**config.mk**
```make
export PLATFORM = sky130hd
export DESIGN_NAME = memory_arbiter
export DESIGN_NICKNAME = d
export VERILOG_FILES = /design/src/rtl/memory_arbiter.sv
export SDC_FILE = /design/constraint.sdc
export NUM_CORES = 1
export LEC_CHECK = 0
export ABC_AREA = 1
export CAP_MARGIN = 40
export CORE_AREA = 4 4 128 130
export DETAILED_ROUTE_END_ITERATION = 12
export DIE_AREA = 0 0 132 134
export PLACE_DENSITY = 0.85
export SYNTH_ARGS = -nofsm -noshare
export SYNTH_HDL_FRONTEND = slang
export SYNTH_SLANG_ARGS = --single-unit
```
**constraint.sdc**
```tcl
create_clock -name clock -period 2.4 [get_ports clock]
set_input_delay 0.24 -clock clock [delete_from_list [all_inputs] [get_ports clock]]
set_output_delay 0.24 -clock clock [all_outputs]
set_load 0.01 [all_outputs]
```
**src/rtl/memory_arbiter.sv**
```systemverilog
// memory_arbiter: shares one request/acknowledge memory bus between the fetch and load/store ports
module memory_arbiter #(
    parameter int BUS_ADDRESS_WIDTH = 32,
    parameter int BUS_DATA_WIDTH    = 32,
    parameter int MAX_DATA_STREAK   = 4,
    parameter int TIMEOUT_CYCLES    = 16
) (
    input  logic                         clock,
    input  logic                         reset,
    input  logic                         fetch_request,
    input  logic [BUS_ADDRESS_WIDTH-1:0] fetch_address,
    output logic                         fetch_ready,
    output logic [BUS_DATA_WIDTH-1:0]    fetch_read_data,
    output logic                         fetch_error,
    input  logic                         data_request,
    input  logic                         data_write_enable,
    input  logic [BUS_ADDRESS_WIDTH-1:0] data_address,
    input  logic [BUS_DATA_WIDTH-1:0]    data_write_data,
    output logic                         data_ready,
    output logic [BUS_DATA_WIDTH-1:0]    data_read_data,
    output logic                         data_error,
    output logic                         bus_request,
    output logic                         bus_write_enable,
    output logic [BUS_ADDRESS_WIDTH-1:0] bus_address,
    output logic [BUS_DATA_WIDTH-1:0]    bus_write_data,
    input  logic [BUS_DATA_WIDTH-1:0]    bus_read_data,
    input  logic                         bus_acknowledge,
    output logic                         grant_data
);
    localparam int SW = $clog2(MAX_DATA_STREAK + 1);
    localparam int TW = (TIMEOUT_CYCLES > 0) ? $clog2(TIMEOUT_CYCLES + 1) : 1;
    localparam logic [SW-1:0] STREAK_MAX   = SW'(MAX_DATA_STREAK);
    localparam logic [TW-1:0] TIMEOUT_LAST = TW'((TIMEOUT_CYCLES > 0) ? TIMEOUT_CYCLES - 1 : 0);

    typedef enum logic [1:0] {IDLE, ACCESS, RESPOND} state_t;

    state_t                       state_q;
    logic [SW-1:0]                streak_q;
    logic [TW-1:0]                timer_q;
    logic                         grant_data_q, bus_request_q, bus_write_enable_q;
    logic [BUS_ADDRESS_WIDTH-1:0] bus_address_q;
    logic [BUS_DATA_WIDTH-1:0]    bus_write_data_q, fetch_read_data_q, data_read_data_q;
    logic                         fetch_ready_q, fetch_error_q, data_ready_q, data_error_q;

    // Data wins ties unless the fetch port has already waited through a full streak.
    logic                      pick_data, timed_out;
    logic [BUS_DATA_WIDTH-1:0] captured;
    always_comb begin
        pick_data = data_request && !(fetch_request && streak_q == STREAK_MAX);
        timed_out = (TIMEOUT_CYCLES != 0) && (timer_q == TIMEOUT_LAST);
        captured  = (bus_acknowledge && !bus_write_enable_q) ? bus_read_data : '0;
    end

    always_ff @(posedge clock) begin
        if (!reset) begin
            state_q            <= IDLE;
            streak_q           <= '0;
            timer_q            <= '0;
            grant_data_q       <= 1'b0;
            bus_request_q      <= 1'b0;
            bus_write_enable_q <= 1'b0;
            bus_address_q      <= '0;
            bus_write_data_q   <= '0;
            fetch_read_data_q  <= '0;
            data_read_data_q   <= '0;
            fetch_ready_q      <= 1'b0;
            fetch_error_q      <= 1'b0;
            data_ready_q       <= 1'b0;
            data_error_q       <= 1'b0;
        end else begin
            fetch_ready_q <= 1'b0;
            fetch_error_q <= 1'b0;
            data_ready_q  <= 1'b0;
            data_error_q  <= 1'b0;
            case (state_q)
                IDLE: if (fetch_request || data_request) begin
                    grant_data_q       <= pick_data;
                    bus_request_q      <= 1'b1;
                    bus_write_enable_q <= pick_data && data_write_enable;
                    bus_address_q      <= pick_data ? data_address : fetch_address;
                    bus_write_data_q   <= pick_data ? data_write_data : '0;
                    timer_q            <= '0;
                    streak_q           <= !pick_data ? '0 :
                                          (fetch_request && streak_q != STREAK_MAX) ? streak_q + 1'b1 : streak_q;
                    state_q            <= ACCESS;
                end
                ACCESS: if (bus_acknowledge || timed_out) begin
                    bus_request_q <= 1'b0;
                    state_q       <= RESPOND;
                    if (grant_data_q) begin
                        data_ready_q     <= 1'b1;
                        data_error_q     <= !bus_acknowledge;
                        data_read_data_q <= captured;
                    end else begin
                        fetch_ready_q     <= 1'b1;
                        fetch_error_q     <= !bus_acknowledge;
                        fetch_read_data_q <= captured;
                    end
                end else begin
                    timer_q <= timer_q + 1'b1;
                end
                RESPOND: state_q <= IDLE;
                default: state_q <= IDLE;
            endcase
        end
    end

    assign fetch_ready      = fetch_ready_q;
    assign fetch_read_data  = fetch_read_data_q;
    assign fetch_error      = fetch_error_q;
    assign data_ready       = data_ready_q;
    assign data_read_data   = data_read_data_q;
    assign data_error       = data_error_q;
    assign bus_request      = bus_request_q;
    assign bus_write_enable = bus_write_enable_q;
    assign bus_address      = bus_address_q;
    assign bus_write_data   = bus_write_data_q;
    assign grant_data       = grant_data_q;
endmodule

```
==> flow_summary.toml, run 1 <==
[timing]
timing.fmax_mhz = 488
relSlewSlack_pct = 64.4
setup_viol = 0
fin_crit_sh_pct = 85.4
tightest_slew_ps = 534
finalSetupTns_ps = 0
slew_violations = 0
rsz0062_at_grt = "false"
fin_skew_ps = 6.61
layout_min_cycle_time_ps = 2050
hold_viol_final = 0

[worst_setup_path]
slowest_stage = "dfxtp_1"
startpoint_type = "flop"
arrival_ps = 2390
cpPeakStageDelay_ps = 390
critPathRequiredTime_ps = 2740
path_cells = "ha_1 > nand2_1 > nor2_1 > ha_1 > inv_1 > nand2_1 > nand2_4 > nor2_4 > buf_4 > nand2_1 > a21oi_1"
critical_path.most_common_cell = "nand2_1"
path_max_fanout = 15
path_class = "flop to flop"
end_kind = "flop"
crit_family = "simple AND/OR/NAND/NOR gates"
path_buf_inv = 2

[grt]
grt_use_total_pct = 21.2
grtUsageMet1_pct = 23.7
use_met2_pct = 36.7
grt-ovfl-total = 0
top_usage_layer = "met2"
grt_pass1_wl_um = 30800
grt_max_degree = 72
grt_pass1_vias = 6343
antenna_found_initial = 0
met3_usage_pct = 8.48

[power_and_ir_drop]
switchingPower_mw = 1.74
p_leak_nw = 4.20
p_int_mw = 4.76
power_frac_seq_pct = 40.5
switching_share_pct = 26.7
comb_power_share_pct = 19.1
p_total_mw = 6.49
p_per_area_nw_per_um2 = 661
clockPowerShare_pct = 40.4
peakVddDrop_mv = 0.427

[die]
io_pins = 269
rows = 45
die_y_um = 134
die_w_um = 132
die-area_um2 = 17700
core_area_um2 = 15100
start_util_pct = 42.4

[clock_network]
cts_hold_buf = 0
htreeDepth = 4
cts_sinks = 145
clk_latency_ps = 420
cts_setup_buffers = 0
numCtsBuffers = 17
clkSlewWorstSetupHoldPaths_ps = 60
tritoncts = "done"
cts.repair.resized = 0
cts.path.max_buffers = 2
ctsRootBufferMaster = "clkbuf_16"

[cells_and_area]
diodes = 0
drive_gt1_share_pct = 4.72
final_area_um2 = 9820
fin_util_pct = 64.8
syn_to_final_growth_pct = 52.8
layout.nets = 1353

[synthesis]
netlist_area_um2 = 6430
syn_inst = 972
synthAdderAreaFrac_pct = 0.779
synth-simple-area-share_pct = 32.5
syn_nets = 1110
synth-compound-area-share_pct = 8.26
synthMuxAreaShare_pct = 0
synth_xor_area_share_pct = 0
syn_area_per_cell_um2 = 6.61
yosysSeqAreaShare_pct = 45.2
ys_warn_count = 0
synth_top_family_by_area = "simple AND/OR/NAND/NOR gates"
ys_types = 22
synth-seq-cells = 145

[place]
gp_congestion = 0.807
port_buffers = 268
hpwl_um = 13600
placed_area_um2 = 9240

[routing]
drc = 0
via_per_inst = 4.77
first_pass_iters = 8
routed_wl_um = 19200
wl_per_cell_um = 13.6
vias = 6752
ant_nets = 0
first_iter_violations = 305

[run]
drv_cap = 0

[status]
outcome = "completed"

[hold_path]
hp-class = "primary input to flop"
## logic make-up (layout without fill, tap and decap cells)
group,count (synthesis),count (layout)
AOI/OAI and AO/OA,106,106
adders and majority gates,4,4
buffers and inverters,207,463
DFF,145,145
and+or+nand+nor,510,510
## registers in the layout (all words and copies together), names as in the netlist, 2 cells and up
name	cells
bus_write_data	32
state_q	2
bus_address	32
fetch_read_data	32
data_read_data	32
streak_q	3
timer_q	5
## per-layer routing
layer | share of wire [%] | wire, um | vias to the layer above
li1 | - | - | 3443
met1 | 40 | 7730 | 3013
met2 | 47 | 9070 | 271
met3 | 11 | 2050 | 25
met4 | 1.9 | 365 | 0
met5 | 0 | 0 | -
## power by group through the flow
stage | logic (mW) | clock network [mW] | registers, mW
global route | 1.37 | 2.79 | 2.65
floorplan | 0.532 | 0 | 2.75
global placement | 1.23 | 0 | 2.68
finish | 1.24 | 2.62 | 2.63
detailed placement | 1.24 | 0 | 2.69
CTS | 1.25 | 2.68 | 2.63
## cell type report
class,instances,area (um^2)
Multi-Input combinational cell,620,2670
Sequential cell,145,2900
Fill cell,1272,5330
Timing Repair Buffer,285,2880
Clock inverter,11,129
Tap cell,188,235
Inverter,146,549
Clock buffer,21,450
## final timing paths
kind / from / endpoint / slack, ps / depth (start not counted)
worst min-delay path: data_request / bus_address[26]$_SDFFE_PN0P_ / 380 / 5
worst max register to register: timer_q[0]$_SDFFE_PN0P_ / fetch_read_data[21]$_SDFFE_PN0P_ / 350 / 11
worst max-delay path: timer_q[0]$_SDFFE_PN0P_ / fetch_read_data[21]$_SDFFE_PN0P_ / 350 / 11
worst min register to register: data_read_data[22]$_SDFFE_PN0P_ / data_read_data[22]$_SDFFE_PN0P_ / 470 / 2
## through the flow
| stage | std cells | setup slack (ps) | hold slack [ps] |
|---|---|---|---|
| 2_1_floorplan | 972 | 752 | 319 |
| 3_3_place_gp | 1384 | 448 | 451 |
| 3_5_place_dp | 1384 | 361 | 455 |
| 4_1_cts | 1416 | 345 | 365 |
| 5_1_grt | 1416 | 125 | 409 |
| 6_report | 1416 | 352 | 377 |
## cell usage after synthesis, drive strengths merged
master	n	share of area (%)
nand4	1	0.097
nor4	1	0.097
clkbuf	29	1.7
a21oi	60	4.7
ha	4	0.78
nand2	133	7.9
o21ai	46	3.6
inv	146	8.5
nor2	270	16
nor3	2	0.16
buf	32	3.1
nand3	103	8.1
dfxtp	145	45
## placed cells by master (no fill, tap or decap)
master           netlist  routed
nand3_1              102     101
nand2_2                1       1
nand3_2                1       2
o21ai_0               43      43
inv_1                143     142
inv_6                  0       3
dfxtp_1              145     145
clkbuf_16              0      17
nor3_1                 2       2
nor4_1                 1       1
nor2_1               267     267
inv_2                  3       3
nand2_4                1       1
clkinvlp_4             0       2
bufinv_16              0       2
buf_2                 14       1
ha_1                   4       4
clkbuf_1              29       3
a21oi_1               60      60
nand4_1                1       1
clkinv_2               0       3
nand2_1              131     131
clkbuf_8               0       1
buf_12                 0       6
buf_4                  8      11
clkinv_4               0       2
clkdlybuf4s50_1        0     267
o21ai_1                3       3
nor2_4                 3       3
## tightest hold or removal path, stage by stage
cell and delay, ps:
buf_2 220, nand3_1 130, nand3_1 70, nand2_1 50, inv_1 30
Power figures use the tool's default switching activity.
==> inputs of run 2 (changes only) <==
CORE_AREA = 4 4 114 116   (was 4 4 128 130)
CTS_BUF_LIST = sky130_fd_sc_hd__clkbuf_8   (was not set)
DIE_AREA = 0 0 118 120   (was 0 0 132 134)
DONT_BUFFER_PORTS = 1   (was not set)
PLACE_DENSITY = 0.75   (was 0.85)
==> run 2 against run 1 <==
  * Highest routed layer unchanged
  * Clock-buffer cell count fell by 2
  * Combinational power fell by 47%
  * Sequential power increased by 4%
  * Critical path type unchanged
  * Sequential share of layout area rose by 11 points
  * Register-to-register slack improved by 110 ps
==> flow_summary.toml, run 2 (synthesis results as in run 1) <==
[power_and_ir_drop]
p_int_mw = 3.66
p_total_mw = 5.19
power_frac_seq_pct = 52.6
peakVddDrop_mv = 0.348
p_per_area_nw_per_um2 = 732
switchingPower_mw = 1.53
p_leak_nw = 3.20
switching_share_pct = 29.4
comb_power_share_pct = 12.7
clockPowerShare_pct = 34.8

[routing]
via_per_inst = 5.12
first_iter_violations = 387
drc = 0
vias = 5788
wl_per_cell_um = 15.0
routed_wl_um = 16900
first_pass_iters = 5
ant_nets = 0

[clock_network]
clk_latency_ps = 440
cts.path.max_buffers = 2
cts_sinks = 145
clkSlewWorstSetupHoldPaths_ps = 80
htreeDepth = 4
ctsRootBufferMaster = "clkbuf_8"
numCtsBuffers = 17
tritoncts = "done"

[grt]
grt_max_degree = 68
antenna_found_initial = 0
grt_pass1_wl_um = 26900
grt_use_total_pct = 23.3
grt_pass1_vias = 5425
grt-ovfl-total = 0

[worst_setup_path]
startpoint_type = "flop"
arrival_ps = 2310
critPathRequiredTime_ps = 2770
path_max_fanout = 32
end_kind = "flop"
path_class = "flop to flop"

[die]
die_w_um = 118
io_pins = 269
die_y_um = 120
die-area_um2 = 14200
rows = 40
start_util_pct = 53.9
core_area_um2 = 11900

[place]
placed_area_um2 = 6430
hpwl_um = 11200
port_buffers = 0
gp_congestion = 0.781

[cells_and_area]
nFillCells = 1154
diodes = 0
final_area_um2 = 7090
final_common_cell = "nor2_1"
mostFrequentLayoutCells = "nor2_1 (267), dfxtp_1 (145), inv_1 (142), nand2_1 (131), nand3_1 (101)"
layout.nets = 1109
drive_gt1_share_pct = 5.79
syn_to_final_growth_pct = 10.4
fin_util_pct = 59.5

[hold_path]
hp-class = "primary input to flop"

[timing]
layout_min_cycle_time_ps = 1940
rsz0062_at_grt = "false"
finalSetupTns_ps = 0
hold_viol_final = 0
setup_viol = 0
fin_crit_sh_pct = 81.0
slew_violations = 0
tightest_slew_ps = 627
fin_skew_ps = 12.7
fin_hold_ws_ps = 28.9
timing.fmax_mhz = 515
relSlewSlack_pct = 58.1

[run]
drv_cap = 0

[status]
outcome = "completed"
-- run 2: changes by cell type in the layout (fill, tap and decap cells not counted), sizes merged --
cell	change
dlygate4sd3	+27
buf	-4
clkinvlp	+3
clkdlybuf4s50	-267
clkbuf	-2
bufinv	-1
-- run 2: power by group through the flow --
stage / Clock [mW] / Sequential, mW / Combinational, mW
3_5_place_dp: 0 / 2.79 / 0.606
4_1_cts: 1.85 / 2.73 / 0.657
6_report: 1.80 / 2.73 / 0.658
3_3_place_gp: 0 / 2.79 / 0.594
2_1_floorplan: 0 / 2.75 / 0.532
5_1_grt: 1.95 / 2.75 / 0.765
-- run 2: path summary, 6_finish.rpt --
path	from	endpoint	slack (ps)	cells past startpoint
hold reg to reg	timer_q[4]$_SDFFE_PN0P_	timer_q[4]$_SDFFE_PN0P_	490	2
hold / removal	fetch_address[18]	bus_address[18]$_SDFFE_PN0P_	30	4
setup reg to reg	timer_q[0]$_SDFFE_PN0P_	fetch_read_data[12]$_SDFFE_PN0P_	460	11
setup / recovery	timer_q[0]$_SDFFE_PN0P_	fetch_read_data[12]$_SDFFE_PN0P_	460	11
-- run 2: cell type report --
type	count	area, um^2	area share (%)
Sequential cell	145	2900	40.9
Inverter	146	548	7.73
Clock inverter	13	110	1.55
Timing Repair Buffer	41	413	5.82
Tap cell	147	184	2.59
Multi-Input combinational cell	620	2670	37.7
Clock buffer	19	262	3.69
-- run 2: repair_timing --
action / 4_1_cts / 5_1_grt
setup buffers: 0 / 0
gates resized for setup: 0 / 0
hold buffers: 28 / 0
endpoints found under the hold margin: 79 / 0
-- run 2: critical path: stages (launching register included) --
cell and delay (ps):
dfxtp_1 390, ha_1 180, nand2_1 70, nor2_1 90, ha_1 160, inv_1 40
nand2_1 170, nand2_4 120, nor2_4 80, buf_4 320, nand2_1 100, a21oi_1 120
-- run 2: stage by stage --
step	worst slack, ps	cells
3_5_place_dp	472	1071
2_1_floorplan	752	972
4_1_cts	444	1131
3_3_place_gp	544	1071
6_report	457	1131
5_1_grt	196	1131
-- run 2: routing by layer --
layer  up-vias  global-route usage (%)  wire (um)  part of all wire (%)
met5         -                       0          0                     0
met4         0                    9.74        383                   2.3
met3        27                    9.75       1580                   9.3
met2       256                    39.1       8220                    49
met1      2552                    26.0       6730                    40
li1       2953                       -          -                     -
==> inputs of run 3 (changes only) <==
PLACE_DENSITY = 0.78   (was 0.75)
clock period = 1.7 ns   (was 2.4 ns; I/O delays follow)
==> run 3 against run 2 <==
  * The run now ends with setup timing left
  * Utilization up 12 points
  * Via count grew 15%
  * Non-clock buffer count rose by 113
  * Wire length is 24% higher
  * Sequential share of layout area shrank 7.0 points
  * Clock skew fell by 1.1 ps
  * Die area stayed put
  * First-iteration DRC count increased by 66%
  * Critical path depth increased by 1
  * Critical path type unchanged
  * Highest routed layer unchanged
==> flow_summary.toml, run 3 (synthesis results as in run 1) <==
[status]
outcome = "finished, violations left"
violations = "setup timing"

[worst_setup_path]
startpoint_type = "flop"
path_cells = "ha_4 > nand2_2 > nor2_2 > ha_2 > inv_2 > nand2_4 > nand2_4 > nor2_4 > buf_12 > clkbuf_16 > nand2_2 > a21oi_1"
path_max_fanout = 6
critPathRequiredTime_ps = 2070
slowest_stage = "dfxtp_2"
path_class = "flop to flop"
arrival_ps = 2110
end_kind = "flop"
cpPeakStageDelay_ps = 350

[cells_and_area]
final_common_cell = "nor2_1"
post_layout_nonfiller_instances = 1243
diodes = 0
mostFrequentLayoutCells = "nor2_1 (261), inv_1 (144), dfxtp_1 (143), nand2_1 (121), dlygate4sd3_1 (120)"
drive_gt1_share_pct = 9.76
layout.nets = 1222
nFillCells = 920
syn_to_final_growth_pct = 33.1
multi_input_area_um2 = 2800
seqCellArea_um2 = 2910

[clock_network]
clk_latency_ps = 440
clkSlewWorstSetupHoldPaths_ps = 80
numCtsBuffers = 17
cts_sinks = 145
cts.path.max_buffers = 2
htreeDepth = 4
tritoncts = "done"
ctsRootBufferMaster = "clkbuf_8"

[die]
die-area_um2 = 14200
die_y_um = 120
rows = 40
core_area_um2 = 11900
die_w_um = 118
start_util_pct = 53.9
io_pins = 269

[timing]
hold_viol_final = 0
fin_crit_sh_pct = 103
setup_viol = 6
fin_skew_ps = 11.6
layout_min_cycle_time_ps = 1750
tightest_slew_ps = 449
rsz0062_at_grt = "true"
slew_violations = 0
layout_setup_ws_ps = -45.4
relSlewSlack_pct = 70.0
timing.fmax_mhz = 573

[grt]
grt_pass1_wl_um = 32100
grt-ovfl-total = 0
grt_use_total_pct = 28.1
grt_max_degree = 65
antenna_found_initial = 0
grt_pass1_vias = 6367

[power_and_ir_drop]
p_leak_nw = 3.85
power_frac_seq_pct = 46.9
peakVddDrop_mv = 0.607
comb_power_share_pct = 15.7
p_total_mw = 8.23
p_int_mw = 5.97
clockPowerShare_pct = 37.4
p_per_area_nw_per_um2 = 962
switchingPower_mw = 2.27
switching_share_pct = 27.5

[routing]
via_per_inst = 5.38
ant_nets = 0
drc = 0
vias = 6684
wl_per_cell_um = 16.8
first_pass_iters = 7
routed_wl_um = 20900
first_iter_violations = 643

[place]
dp.cells = 1083
gp_congestion = 0.829
port_buffers = 0
hpwl_um = 11400

[run]
drv_cap = 0

[hold_path]
hp-class = "primary input to flop"
run 3: cell types whose count changed in the layout (fill, tap and decap cells not counted), moves of 6 or more:
| cell | before | now |
|---|---|---|
| dlygate4sd3_1 | 27 | 120 |
| o21ai_0 | 43 | 16 |
| o21ai_1 | 3 | 28 |
| a21oi_1 | 60 | 49 |
| a21oi_2 | 0 | 11 |
| nand2_1 | 131 | 121 |
| buf_12 | 3 | 11 |
| buf_4 | 11 | 17 |
| nand2_2 | 1 | 7 |
| nor2_1 | 267 | 261 |
run 3: critical path, delay by kind of cell (launching register included):
family          cells  cell delay (ps)
compound gates      1              150
fa+ha+maj           2              330
buf+inv             3              330
flops               1              350
simple gates        6              530
run 3: power groups by stage:
stage          Combinational (mW)  Clock [mW]  Sequential, mW
3_5_place_dp                0.913           0            3.94
6_report                     1.29        3.08            3.86
4_1_cts                      1.18        3.13            3.86
5_1_grt                      1.43        3.28            3.88
2_1_floorplan               0.751           0            3.88
3_3_place_gp                0.895           0            3.93
run 3: final cells by class:
class / instances / area share (%)
Clock buffer: 19 / 3.06
Clock inverter: 12 / 2.24
Timing Repair Buffer: 154 / 19.4
Tap cell: 147 / 2.15
Sequential cell: 145 / 34.0
Multi-Input combinational cell: 620 / 32.8
Inverter: 146 / 6.41
run 3: timing repair:
action / CTS / global route
cloned: 0 / 3
endpoints found under the setup margin: 35 / 64
buffers inserted: 0 / 4
hold endpoints to repair: 139 / 0
hold buffers: 122 / 0
pin swaps: 0 / 16
resized for setup: 1 / 68
run 3: worst paths after layout:
kind	end	slack [ps]	startpoint	cells after the start
setup / recovery	data_read_data[12]$_SDFFE_PN0P_	-50	timer_q[1]$_SDFFE_PN0P_	12
hold / removal	fetch_read_data[1]$_SDFFE_PN0P_	10	bus_read_data[1]	4
hold reg to reg	streak_q[0]$_SDFFE_PN0P_	490	streak_q[0]$_SDFFE_PN0P_	2
setup reg to reg	data_read_data[12]$_SDFFE_PN0P_	-50	timer_q[1]$_SDFFE_PN0P_	12
run 3: metrics by stage:
| step | util, % | cell area [um^2] | setup slack (ps) | TNS [ps] | hold WS [ps] |
|---|---|---|---|---|---|
| 6_report | 71.8 | 8550 | -45.4 | -160 | 11.4 |
| 5_1_grt | 71.8 | 8550 | -129 | -3370 | 7.56 |
| 3_3_place_gp | 55.5 | 6610 | 34.4 | 0 | 252 |
| 4_1_cts | 69.8 | 8310 | 14.5 | 0 | 3.04 |
| 2_1_floorplan | - | 6430 | 51.8 | 0 | 249 |
| 3_5_place_dp | 55.5 | 6610 | -27.2 | -325 | 252 |
run 3: per-layer routing:
layer / global-route usage, % / routed length [um]
met1: 29.2 / 7390
met2: 49.4 / 10500
met3: 11.1 / 2220
met4: 13.6 / 810
met5: 0 / 0
